$ cat src/rtl/elevator_pkg.sv
// rtl/elevator_pkg.sv - shared types and constants for the elevator request path
package elevator_pkg;

   localparam int FLOOR_W = 3;

   localparam logic DIR_UP   = 1'b1;
   localparam logic DIR_DOWN = 1'b0;

   typedef struct packed {
      logic [FLOOR_W-1:0] src;
      logic [FLOOR_W-1:0] dest;
      logic               dir;
   } request_t;

   typedef enum logic [1:0] {
      ST_IDLE   = 2'd0,
      ST_LOAD   = 2'd1,
      ST_STROBE = 2'd2,
      ST_GAP    = 2'd3
   } disp_state_e;

   function automatic logic travel_dir(input logic [FLOOR_W-1:0] src,
                                       input logic [FLOOR_W-1:0] dest);
      return (dest > src) ? DIR_UP : DIR_DOWN;
   endfunction

endpackage

$ cat src/rtl/request_fifo.sv
// rtl/request_fifo.sv - synchronous request FIFO with count/full/empty
// and per-entry read ports (entry contents plus valid bits) for duplicate matching.
module request_fifo
   import elevator_pkg::*;
#(
   parameter  int DEPTH = 4,
   localparam int PTR_W = $clog2(DEPTH)
) (
   input  logic             clk_i,
   input  logic             rst_i,
   input  logic             push_i,
   input  request_t         push_data_i,
   input  logic             pop_i,
   output request_t         head_o,
   output logic [PTR_W:0]   count_o,
   output logic             full_o,
   output logic             empty_o,
   output request_t         entries_o [DEPTH],
   output logic [DEPTH-1:0] entry_valid_o
);

   request_t         mem_q [DEPTH];
   logic [PTR_W-1:0] wr_ptr_q, wr_ptr_d;
   logic [PTR_W-1:0] rd_ptr_q, rd_ptr_d;
   logic [PTR_W:0]   count_q, count_d;
   logic [DEPTH-1:0] valid_q, valid_d;
   logic             do_push;
   logic             do_pop;

   assign full_o  = (count_q == (PTR_W+1)'(DEPTH));
   assign empty_o = (count_q == '0);
   assign do_push = push_i && !full_o;
   assign do_pop  = pop_i && !empty_o;

   always_comb begin
      wr_ptr_d = wr_ptr_q;
      rd_ptr_d = rd_ptr_q;
      count_d  = count_q;
      valid_d  = valid_q;
      // Pointers are PTR_W bits wide, so the +1 wraps modulo DEPTH on its own.
      if (do_push) begin
         wr_ptr_d          = wr_ptr_q + 1'b1;
         valid_d[wr_ptr_q] = 1'b1;
      end
      if (do_pop) begin
         rd_ptr_d          = rd_ptr_q + 1'b1;
         valid_d[rd_ptr_q] = 1'b0;
      end
      case ({do_push, do_pop})
         2'b10:   count_d = count_q + 1'b1;
         2'b01:   count_d = count_q - 1'b1;
         default: count_d = count_q;
      endcase
   end

   always_ff @(posedge clk_i or posedge rst_i) begin
      if (rst_i) begin
         wr_ptr_q <= '0;
         rd_ptr_q <= '0;
         count_q  <= '0;
         valid_q  <= '0;
      end else begin
         wr_ptr_q <= wr_ptr_d;
         rd_ptr_q <= rd_ptr_d;
         count_q  <= count_d;
         valid_q  <= valid_d;
      end
   end

   always_ff @(posedge clk_i) begin
      if (do_push) begin
         mem_q[wr_ptr_q] <= push_data_i;
      end
   end

   assign head_o        = mem_q[rd_ptr_q];
   assign count_o       = count_q;
   assign entries_o     = mem_q;
   assign entry_valid_o = valid_q;

endmodule

$ cat src/rtl/request_dispatcher.sv
// rtl/request_dispatcher.sv - validates passenger requests, buffers them and dispatches one
// trip at a time with a set strobe; DISPATCH_DUP_FILTER_EN drops requests already buffered.
module request_dispatcher
   import elevator_pkg::*;
#(
   parameter  int NUM_FLOORS      = 8,
   parameter  int DEPTH           = 4,
   parameter  int MAX_OUTSTANDING = 2,
   localparam int CNT_W           = $clog2(DEPTH) + 1,
   localparam int OUT_W           = $clog2(MAX_OUTSTANDING + 1)
) (
   input  logic               clk,
   input  logic               rst,
   input  logic               req_valid,
   input  logic [FLOOR_W-1:0] req_src,
   input  logic [FLOOR_W-1:0] req_dest,
   output logic               req_ready,
   output logic               req_err,
   input  logic               trip_done,
   output logic [FLOOR_W-1:0] src_out,
   output logic [FLOOR_W-1:0] dest_out,
   output logic               direction_out,
   output logic               set_strobe,
   output logic [OUT_W-1:0]   outstanding,
   output logic [CNT_W-1:0]   fifo_count
);

   localparam logic [FLOOR_W:0] FLOOR_LIMIT = (FLOOR_W+1)'(NUM_FLOORS);
   localparam logic [OUT_W-1:0] OUT_LIMIT   = OUT_W'(MAX_OUTSTANDING);

   disp_state_e        state_q, state_d;
   logic [OUT_W-1:0]   outstanding_q, outstanding_d;
   logic [FLOOR_W-1:0] src_q, src_d;
   logic [FLOOR_W-1:0] dest_q, dest_d;
   logic               dir_q, dir_d;
   logic               req_err_q, req_err_d;

   logic               accept;
   logic               illegal;
   logic               dup_hit;
   logic               fifo_push;
   logic               fifo_pop;
   logic               fifo_full;
   logic               fifo_empty;
   logic               strobe;
   request_t           push_data;
   request_t           head;

   assign accept  = req_valid && req_ready;
   assign illegal = (req_src == req_dest)
                 || ({1'b0, req_src}  >= FLOOR_LIMIT)
                 || ({1'b0, req_dest} >= FLOOR_LIMIT);

   assign push_data = '{src: req_src, dest: req_dest, dir: travel_dir(req_src, req_dest)};
   assign fifo_push = accept && !illegal && !dup_hit;

`ifdef DISPATCH_DUP_FILTER_EN
   request_t         fifo_entries [DEPTH];
   logic [DEPTH-1:0] fifo_entry_valid;

   always_comb begin
      dup_hit = 1'b0;
      for (int i = 0; i < DEPTH; i++) begin
         if (fifo_entry_valid[i]
             && fifo_entries[i].src == req_src
             && fifo_entries[i].dest == req_dest) begin
            dup_hit = 1'b1;
         end
      end
   end
`else
   assign dup_hit = 1'b0;
`endif

   request_fifo #(
      .DEPTH (DEPTH)
   ) u_fifo (
      .clk_i         (clk),
      .rst_i         (rst),
      .push_i        (fifo_push),
      .push_data_i   (push_data),
      .pop_i         (fifo_pop),
      .head_o        (head),
      .count_o       (fifo_count),
      .full_o        (fifo_full),
      .empty_o       (fifo_empty),
`ifdef DISPATCH_DUP_FILTER_EN
      .entries_o     (fifo_entries),
      .entry_valid_o (fifo_entry_valid)
`else
      .entries_o     (),
      .entry_valid_o ()
`endif
   );

   assign req_ready = !fifo_full;

   always_ff @(posedge clk or posedge rst) begin
      if (rst) begin
         state_q <= ST_IDLE;
      end else begin
         state_q <= state_d;
      end
   end

   // A push into an empty FIFO is looked ahead so LOAD follows the accept cycle directly.
   always_comb begin
      state_d = state_q;
      case (state_q)
         ST_IDLE: begin
            if ((!fifo_empty || fifo_push) && (outstanding_q < OUT_LIMIT)) begin
               state_d = ST_LOAD;
            end
         end
         ST_LOAD:   state_d = ST_STROBE;
         ST_STROBE: state_d = ST_GAP;
         ST_GAP:    state_d = ST_IDLE;
         default:   state_d = ST_IDLE;
      endcase
   end

   always_comb begin
      fifo_pop = 1'b0;
      strobe   = 1'b0;
      case (state_q)
         ST_LOAD:   fifo_pop = 1'b1;
         ST_STROBE: strobe   = 1'b1;
         default: begin
            fifo_pop = 1'b0;
            strobe   = 1'b0;
         end
      endcase
   end

   always_comb begin
      src_d     = src_q;
      dest_d    = dest_q;
      dir_d     = dir_q;
      req_err_d = accept && illegal;
      if (fifo_pop) begin
         src_d  = head.src;
         dest_d = head.dest;
         dir_d  = head.dir;
      end
      outstanding_d = outstanding_q;
      if (strobe && !trip_done) begin
         outstanding_d = outstanding_q + 1'b1;
      end else if (!strobe && trip_done && (outstanding_q != '0)) begin
         outstanding_d = outstanding_q - 1'b1;
      end
   end

   always_ff @(posedge clk or posedge rst) begin
      if (rst) begin
         src_q         <= '0;
         dest_q        <= '0;
         dir_q         <= DIR_DOWN;
         req_err_q     <= 1'b0;
         outstanding_q <= '0;
      end else begin
         src_q         <= src_d;
         dest_q        <= dest_d;
         dir_q         <= dir_d;
         req_err_q     <= req_err_d;
         outstanding_q <= outstanding_d;
      end
   end

   // During LOAD the head is shown directly, so outputs settle a full cycle ahead of the strobe.
   assign src_out       = (state_q == ST_LOAD) ? head.src  : src_q;
   assign dest_out      = (state_q == ST_LOAD) ? head.dest : dest_q;
   assign direction_out = (state_q == ST_LOAD) ? head.dir  : dir_q;
   assign set_strobe    = strobe;
   assign req_err       = req_err_q;
   assign outstanding   = outstanding_q;

endmodule

$ cat config.mk
export PLATFORM = sky130hd
export DESIGN_NAME = request_dispatcher
export DESIGN_NICKNAME = d
export VERILOG_FILES = /design/src/rtl/elevator_pkg.sv /design/src/rtl/request_fifo.sv /design/src/rtl/request_dispatcher.sv
export SDC_FILE = /design/constraint.sdc
export NUM_CORES = 1
export LEC_CHECK = 0
export ABC_AREA = 1
export CAP_MARGIN = 10
export CELL_PAD_IN_SITES_DETAIL_PLACEMENT = 1
export CELL_PAD_IN_SITES_GLOBAL_PLACEMENT = 2
export CORE_MARGIN = 1
export CORE_UTILIZATION = 39
export CTS_CLUSTER_DIAMETER = 150
export CTS_CLUSTER_SIZE = 12
export DETAILED_ROUTE_END_ITERATION = 6
export PLACE_DENSITY = 0.92
export REMOVE_ABC_BUFFERS = 1
export SLEW_MARGIN = 20
export SYNTH_ARGS = -nofsm -noshare
export SYNTH_HDL_FRONTEND = slang
export SYNTH_SLANG_ARGS = --single-unit
$ cat constraint.sdc
create_clock -name clk -period 4.85 [get_ports clk]
set_clock_uncertainty 0.1 [all_clocks]
set_input_delay 0.97 -clock clk [delete_from_list [all_inputs] [get_ports clk]]
set_output_delay 0.97 -clock clk [all_outputs]
set_load 0.02 [all_outputs]
======== Word level (Yosys, flattened, before mapping) ========
Cells that the tools add are included.
word-level totals
  register bits ........................... 47
  bits in latches ......................... 0
  memory bits (writable) .................. 0
  memory bits (read-only) ................. 0
  bits of input ports ..................... 10
  output and inout bits ................... 15
  logic and storage cells ................. 80
  memories ................................ 0
operators by class
  add/subtract/negate cells ............... 6
  multipliers ............................. 0
  divide/modulo/power cells ............... 0
  $lt $le $gt $ge ......................... 5
  eq/ne operators ......................... 8
  shifts and indexed selects .............. 0
  multiplexer cells ....................... 17
  bitwise gates (word level) .............. 2
  reduce and logical (&&, ||, !) cells .... 21
operators with widths
  kind                                                                          number
  28-bit bitwise mux                                                            1
  7-bit 2-to-1 mux                                                              3
  7-bit binary-select mux with 2-bit select                                     1
  7-bit demux with 2-bit select                                                 1
  1-bit logical AND                                                             10
  2-bit one-hot mux with 4 select lines                                         1
  2-bit by 1-bit adder with 2-bit output, second input constant                 3
  2-bit equality test, second input constant                                    3
  3-bit >= comparator, second input constant                                    2
  2-bit 2-to-1 mux                                                              3
  3-bit 2-to-1 mux                                                              2
  2-bit inverter with 3-bit output                                              2
  3-bit one-hot mux with 2 select lines                                         1
  2-bit nonzero test                                                            3
  1-bit logical NOT                                                             5
  2-bit by 1-bit equality test with 1-bit output, second input constant         2
  1-bit 2-to-1 mux                                                              4
  3-bit by 1-bit adder with 3-bit output, second input constant                 1
  3-bit equality test                                                           1
  3-bit equality test, second input constant                                    1
  3-bit > comparator                                                            1
  3-bit logical NOT                                                             1
  3-bit by 1-bit less-than comparator with 1-bit output, second input constant  1
  3-bit by 1-bit subtractor with 3-bit output, second input constant            1
  other kinds (5)                                                               5

======== Longest topological paths before layout ========
Gate-level depths: netlist of run 1.
  depth after elaboration ................. 8
  depth in mapped cells ................... 10
  mapped depth without buffers ............ 10

======== By module ========
A second synthesis of run 1 with hierarchy kept.
unflattened totals
  cell total of the unflattened synthesis .. 212
  area total of the unflattened synthesis .. 2406.1 sq um
by module, submodules not included
  module              instances  cells an instance  area an instance (sq um)  seq. area each (sq um)
  request_fifo        1          146                1752.9                    1116.1
  request_dispatcher  1          66                 653.1                     300.3

======== Worst setup path before layout of run 1 ========
OpenSTA, ideal clock, no wires.
  path kind ............................... input port to flip-flop
  start point ............................. input req_src[2]
  end point ............................... register u_fifo.count_q[2], in the netlist u_fifo.count_o[2]
  setup time .............................. 0.131 ns
  arrival ................................. 2.538 ns
  data required time ...................... 4.619 ns
  setup slack ............................. 2.081 ns
  stages .................................. 10
  buffers on the path ..................... 0
  path through ............................ inv_1 -> ha_1 -> nand3_1 -> nand3_4 -> ha_1 -> inv_1 -> fa_1 -> a21oi_1 -> o21ai_0 -> xor2_1
on the way
  word-level cells in the longest chain between the ends .. 6
  elaborated cells on any way between the ends .. 8
  classes of those cells .................. eq/ne (3); mux (1); reduce/logical (4)
ends and longest elaborated chain
  item                                                                                   RTL line                  RTL
  start: declaration                                                                     request_dispatcher.sv:15  input logic [FLOOR_W-1:0] req_src,
  3-bit equality test *                                                                  request_dispatcher.sv:50  assign illegal = (req_src == req_dest)
  1-bit logical NOT *                                                                    request_dispatcher.sv:55  assign fifo_push = accept && !illegal && !dup_hit;
  1-bit logical AND *                                                                    request_dispatcher.sv:55
  1-bit logical AND *                                                                    request_fifo.sv:32        assign do_push = push_i && !full_o;
  2-bit by 1-bit equality test with 1-bit output or 2-bit equality test (tied branches)  request_fifo.sv:49        case ({do_push, do_pop})
  3-bit one-hot mux with 2 select lines or 2-bit nonzero test (tied branches)            --
  end signal: assignment                                                                 request_fifo.sv:65        count_q <= count_d;
  end: declaration                                                                       request_fifo.sv:25        logic [PTR_W:0] count_q, count_d;
Every way passes the cells marked *; elsewhere a longest branch is shown, timed or not.
A chain may end at the register's enable or synchronous reset.

======== Worst setup path in the final report of run 1 ========
  start point ............................. register state_q[1]
  end point ............................... output dest_out[2]
on the way
  word-level cells in the longest chain between the ends .. 2
ends and longest elaborated chain
  item                                            RTL line                   RTL
  start: declaration                              request_dispatcher.sv:31   disp_state_e state_q, state_d;
  start signal: assignment                        request_dispatcher.sv:102  state_q <= state_d;
  2-bit by 1-bit equality test with 1-bit output  request_dispatcher.sv:171  assign dest_out = (state_q == ST_LOAD) ? head.dest : dest_q;
  3-bit 2-to-1 mux                                request_dispatcher.sv:171
  end: declaration                                request_dispatcher.sv:21   output logic [FLOOR_W-1:0] dest_out,
Every way passes these cells.

==> qor.txt, run 1 <==
clk_lat worst skew -> 0.29 ns
DRT iter0 DRCs -> 58
routed length per instance -> 14.9 µm
CTS tree -> built
first-pass GRT wire length -> 7080 µm
# resized after CTS -> 0
fin crit share -> 0.703
CP required -> 3.78 ns
# hold bufs at CTS -> 0
critical path class -> reg -> out
post-synthesis sequential area ratio -> 0.618
final setup violation count -> 0
setup bufs post-CTS -> 0
hold path startpoint -> outstanding[1]
dpl hpwl -> 3090 µm
Clock Pin Slew Worst Setup and Hold Paths -> 0.08 ns
IO Pins -> 25
Distinct cells, synth -> 27
1st-pass router iterations -> 4
final hold viol count -> 0
fin util -> 0.483
unrepaired setup endpoints after global routing -> no
drt drc -> 0
share of layout cells above drive strength 1 -> 0.0685
Startpoint Class -> flop
Port Buffers -> 24
WHS Path Cells -> 1
Die Height -> 75.9 µm
initial core utilization -> 0.411
multi-input combinational cell area -> 686 µm²
most common cell after layout, fill and taps aside -> nor2_1
crit path time final -> 3.41 ns
Vias/cell -> 4.81
Post-Route WL -> 4310 µm
post-route ant nets -> 0
R2R cell count -> 10
Area growth, synth to finish -> 17.5%
Root Buffer -> clkbuf_8
status -> finished clean
CTS Buf Count -> 5
Leakage -> 0.00103 µW
pin count of the biggest net entering global routing -> 20
CP Max Fanout -> 15
Filler cells -> 565
GPL Wtd Cong -> 0.719
Slew HR -> 0.482
Max Root-Sink Buffers -> 2
CTS H-tree depth -> 2
worst path arrival time -> 2.34 ns
Core Rows -> 26
Ys Warns -> 0
die width -> 75.9 µm
antenna violations before repair -> 0
die area -> 5760 µm²
FF-to-FF Start -> state_q[1]
fmax -> 293 MHz
synthesized area -> 2130 µm²
number of synthesized register bits -> 47
Layout Nets -> 241
max-slew violation count -> 0
worst slew pin tran -> 0.776 ns
CP startpoint -> state_q[1]
Mapped Cells -> 192
max_cap viols -> 0
clock sink count -> 47
Worst VDD drop -> 243 µV
Min-Delay Path Class -> reg -> reg
diode count -> 0
register area -> 1320 µm²
Mean Syn Cell Area -> 11.1 µm²
Core Area -> 5170 µm²
most frequent cells in the layout -> 45 x nor2_1, 28 x edfxtp_1, 24 x clkdlybuf4s50_1
Vias -> 1,391
vias in the first global route -> 1,397
power density over cell area -> 642 nW/µm²
Final TNS setup -> 0 ns
total grt overflow -> 0
Critical Path End Type -> output port
GRT Overall Usage -> 0.176
## state kept, by name, indices dropped and copies added (netlist names)
register	flops
u_fifo.rd_ptr_q	2
dir_q	1
u_fifo.entries_o	28
u_fifo.count_o	3
dest_q	3
req_err	1
src_q	3
state_q	2
outstanding	2
u_fifo.wr_ptr_q	2
## metrics by stage
stage	hold slack (ns)	total power [µW]	instances	setup WS [ns]	area (µm²)
floorplan	0.400	1100	187	2.08	2090
global placement	0.422	1370	281	1.42	2420
detailed placement	0.427	1400	281	1.30	2420
CTS	0.440	1630	289	1.38	2500
global route	0.462	1730	289	1.25	2500
finish	0.438	1600	289	1.44	2500
## Yosys cell counts, drive strengths merged
master  count  area, µm²
a21oi       3       15.0
xnor2       1       8.76
or2         3       18.8
o211ai      1       12.5
inv        24       90.1
nor2       46        175
nand2      14       72.6
a31oi       7       43.8
o21ai      19       95.1
ha         12        150
edfxtp     28        841
xor2        4       35.0
and2        1       6.26
dfrtp      19        475
nand3       4       32.5
buf         5       36.3
fa          1       20.0
## layout make-up
type | instances | area share
Multi-Input combinational cell | 116 | 0.274
Clock buffer | 8 | 0.0320
Inverter | 24 | 0.0360
Tap cell | 70 | 0.0350
Timing Repair Buffer | 24 | 0.0961
Sequential cell | 47 | 0.527
## layer usage
layer  share of wire  track usage  up-vias
li1                -            -      680
met1            0.45        0.221      685
met2            0.50        0.297       20
met3           0.030       0.0370        6
met4           0.018       0.0679        0
met5               0            0        -
## final timing paths
| kind | to | slack [ns] |
|---|---|---|
| setup reg to reg | u_fifo.count_o[2] | 2.32 |
| max in group asynchronous | req_err | 3.15 |
| min in group asynchronous | src_q[1] | 1.02 |
| setup / recovery | dest_out[2] | 1.44 |
| hold reg to reg | outstanding[1] | 0.44 |
| hold / removal | outstanding[1] | 0.44 |
## kinds of logic (layout without fill, tap and decap cells)
| group | Yosys count | after routing | share of synthesized area |
|---|---|---|---|
| AOI/OAI and AO/OA | 30 | 30 | 0.0782 |
| and+or+nand+nor | 68 | 68 | 0.143 |
| DFF | 47 | 47 | 0.618 |
| adders and majority gates | 13 | 13 | 0.0800 |
| xor gates and xnor gates | 5 | 5 | 0.0206 |
| buffers and inverters | 29 | 56 | 0.0594 |
## power by group
| part | switching, µW | internal [µW] |
|---|---|---|
| clock | 121 | 103 |
| sequential | 90.4 | 552 |
| combinational | 437 | 301 |
## critical path: stages, from the launching register on
cell,delay (ns)
dfrtp_1,0.41
inv_1,0.12
ha_1,0.54
nor2_1,0.12
a31oi_1,0.22
clkdlybuf4s50_1,0.64
Power figures use the tool's default switching activity.
==> inputs of run 2 (changes only) <==
- CORE_UTILIZATION: 39 -> 36
- PLACE_DENSITY: 0.92 -> 0.87
- clock period: 4.85 -> 3.53 ns (I/O delays scaled with it)
==> run 2 against run 1 <==
Net effect:
- sequential power grew 38%
- final cell count increased by 2.8%
- first-iteration DRC count fell by 6.9%
- utilization down 2.8 points
- critical path type unchanged
- combinational power is 38% higher
- sequential share of layout area shrank 1.1 points
- cell area increased by 2.1%
- die area increased by 8.1%
- highest routed layer unchanged
- clock power grew 38%
- sequential cell count unchanged
==> qor.txt, run 2 (same netlist as run 1, synthesis figures left out) <==
status -> finished clean
Post-Route WL -> 4040 µm
clk_lat worst skew -> 0.30 ns
crit path time final -> 3.09 ns
CTS H-tree depth -> 2
die width -> 78.9 µm
CP required -> 2.72 ns
worst path arrival time -> 2.29 ns
worst slew pin tran -> 0.795 ns
Logic pwr share -> 0.462
Min-Delay Path Class -> reg -> reg
GRT Overall Usage -> 0.146
1st-pass router iterations -> 5
die area -> 6220 µm²
IO Pins -> 25
max-slew violation count -> 0
Max Root-Sink Buffers -> 2
# resized after CTS -> 0
fmax -> 323 MHz
Area growth, synth to finish -> 19.9%
clock sink count -> 47
fin crit share -> 0.876
Pwr Total -> 2220 µW
slowest stage delay, CP -> 0.64 ns
share of layout cells above drive strength 1 -> 0.107
Worst VDD drop -> 263 µV
most common cell after layout, fill and taps aside -> nor2_1
pin count of the biggest net entering global routing -> 20
vias in the first global route -> 1,373
P_int -> 1330 µW
max_cap viols -> 0
drt drc -> 0
Clock Pin Slew Worst Setup and Hold Paths -> 0.08 ns
Die Height -> 78.9 µm
Clk pwr share -> 0.139
Core Rows -> 27
Leakage -> 0.00107 µW
switch share -> 0.401
setup bufs post-CTS -> 0
power density over cell area -> 868 nW/µm²
critical-path cell list -> inv_1 > ha_1 > nor2_1 > a31oi_1 > clkdlybuf4s50_1
critical path's slowest cell -> clkdlybuf4s50_1
routed length per instance -> 13.6 µm
final setup violation count -> 0
Layout Nets -> 247
fin util -> 0.455
Startpoint Class -> flop
Root Buffer -> clkbuf_8
Port Buffers -> 24
initial core utilization -> 0.380
CTS tree -> built
Core Area -> 5610 µm²
dpl hpwl -> 2890 µm
Critical Path End Type -> output port
Slew HR -> 0.470
antenna violations before repair -> 0
# hold bufs at CTS -> 0
CP Max Fanout -> 14
Non-Filler Instances -> 297
CTS Buf Count -> 5
CP top delay family -> buffers and inverters
placed insts -> 289
first-pass GRT wire length -> 6580 µm
DRT iter0 DRCs -> 54
critical path class -> reg -> out
sw power -> 887 µW
final hold viol count -> 0
max FFs per register -> 28
Final TNS setup -> 0 ns
unrepaired setup endpoints after global routing -> no
Flop pwr share -> 0.398
diode count -> 0
GPL Wtd Cong -> 0.732
most frequent cells in the layout -> 45 x nor2_1, 28 x edfxtp_1, 24 x clkdlybuf4s50_1
post-route ant nets -> 0
total grt overflow -> 0
Vias/cell -> 4.59
Vias -> 1,364
WP buf/inv -> 2
==> run 2: cell count changes in the layout (fill, tap and decap cells not counted), sizes merged <==
cell,delta
buf,+6
clkbuf,-3
clkinv,+3
==> run 2: metal layers <==
layer  track usage  wire (µm)  up-vias
li1              -          -      690
met1         0.164       1760      641
met2         0.252       2040       24
met3        0.0379        140        9
met4        0.0800        107        0
met5             0          0        -
==> run 2: final timing paths <==
| check | cells after the start | slack, ns | start | end |
|---|---|---|---|---|
| setup / recovery | 5 | 0.44 | state_q[1] | dest_out[2] |
| hold / removal | 2 | 0.44 | dir_q | dir_q |
| setup reg to reg | 10 | 1.01 | state_q[1] | u_fifo.count_o[2] |
| hold reg to reg | 2 | 0.44 | dir_q | dir_q |
| max in group asynchronous | 2 | 2.08 | rst | dest_q[1] |
| min in group asynchronous | 2 | 0.75 | rst | u_fifo.count_o[1] |
==> run 2: power groups by stage <==
stage / combinational, µW / clock [µW] / sequential [µW]
CTS: 1050 / 320 / 883
floorplan: 619 / 0 / 894
detailed placement: 1040 / 0 / 896
finish: 1020 / 308 / 883
global route: 1150 / 339 / 904
global placement: 1010 / 0 / 888
==> run 2: cell type report <==
class | instances | area [µm²]
Inverter | 24 | 90.1
Multi-Input combinational cell | 116 | 686
Sequential cell | 47 | 1320
Tap cell | 72 | 90.1
Clock inverter | 3 | 15.0
Fill cell | 642 | 3060
Clock buffer | 5 | 68.8
Timing Repair Buffer | 30 | 285
==> run 2: through the flow <==
stage | hold WS (ns) | setup slack, ns | instance area (µm²)
after floorplan | 0.400 | 1.03 | 2090
after global placement | 0.427 | 0.362 | 2470
after detailed placement | 0.432 | 0.298 | 2470
after CTS | 0.444 | 0.354 | 2550
after global routing | 0.471 | 0.210 | 2550
final | 0.440 | 0.437 | 2550
==> run 2: tightest hold or removal path, delay by kind of cell (launching register included) <==
kind / cells / cell delay, ns
simple gates: 1 / 0.08
flops: 1 / 0.37
compound gates: 1 / 0.06
==> inputs of run 3 (changes only) <==
- CAP_MARGIN: 10 -> not set
- CTS_CLUSTER_SIZE: 12 -> not set
==> results of run 3 <==
Final layout, timing and power as in run 2 (identical DEF).
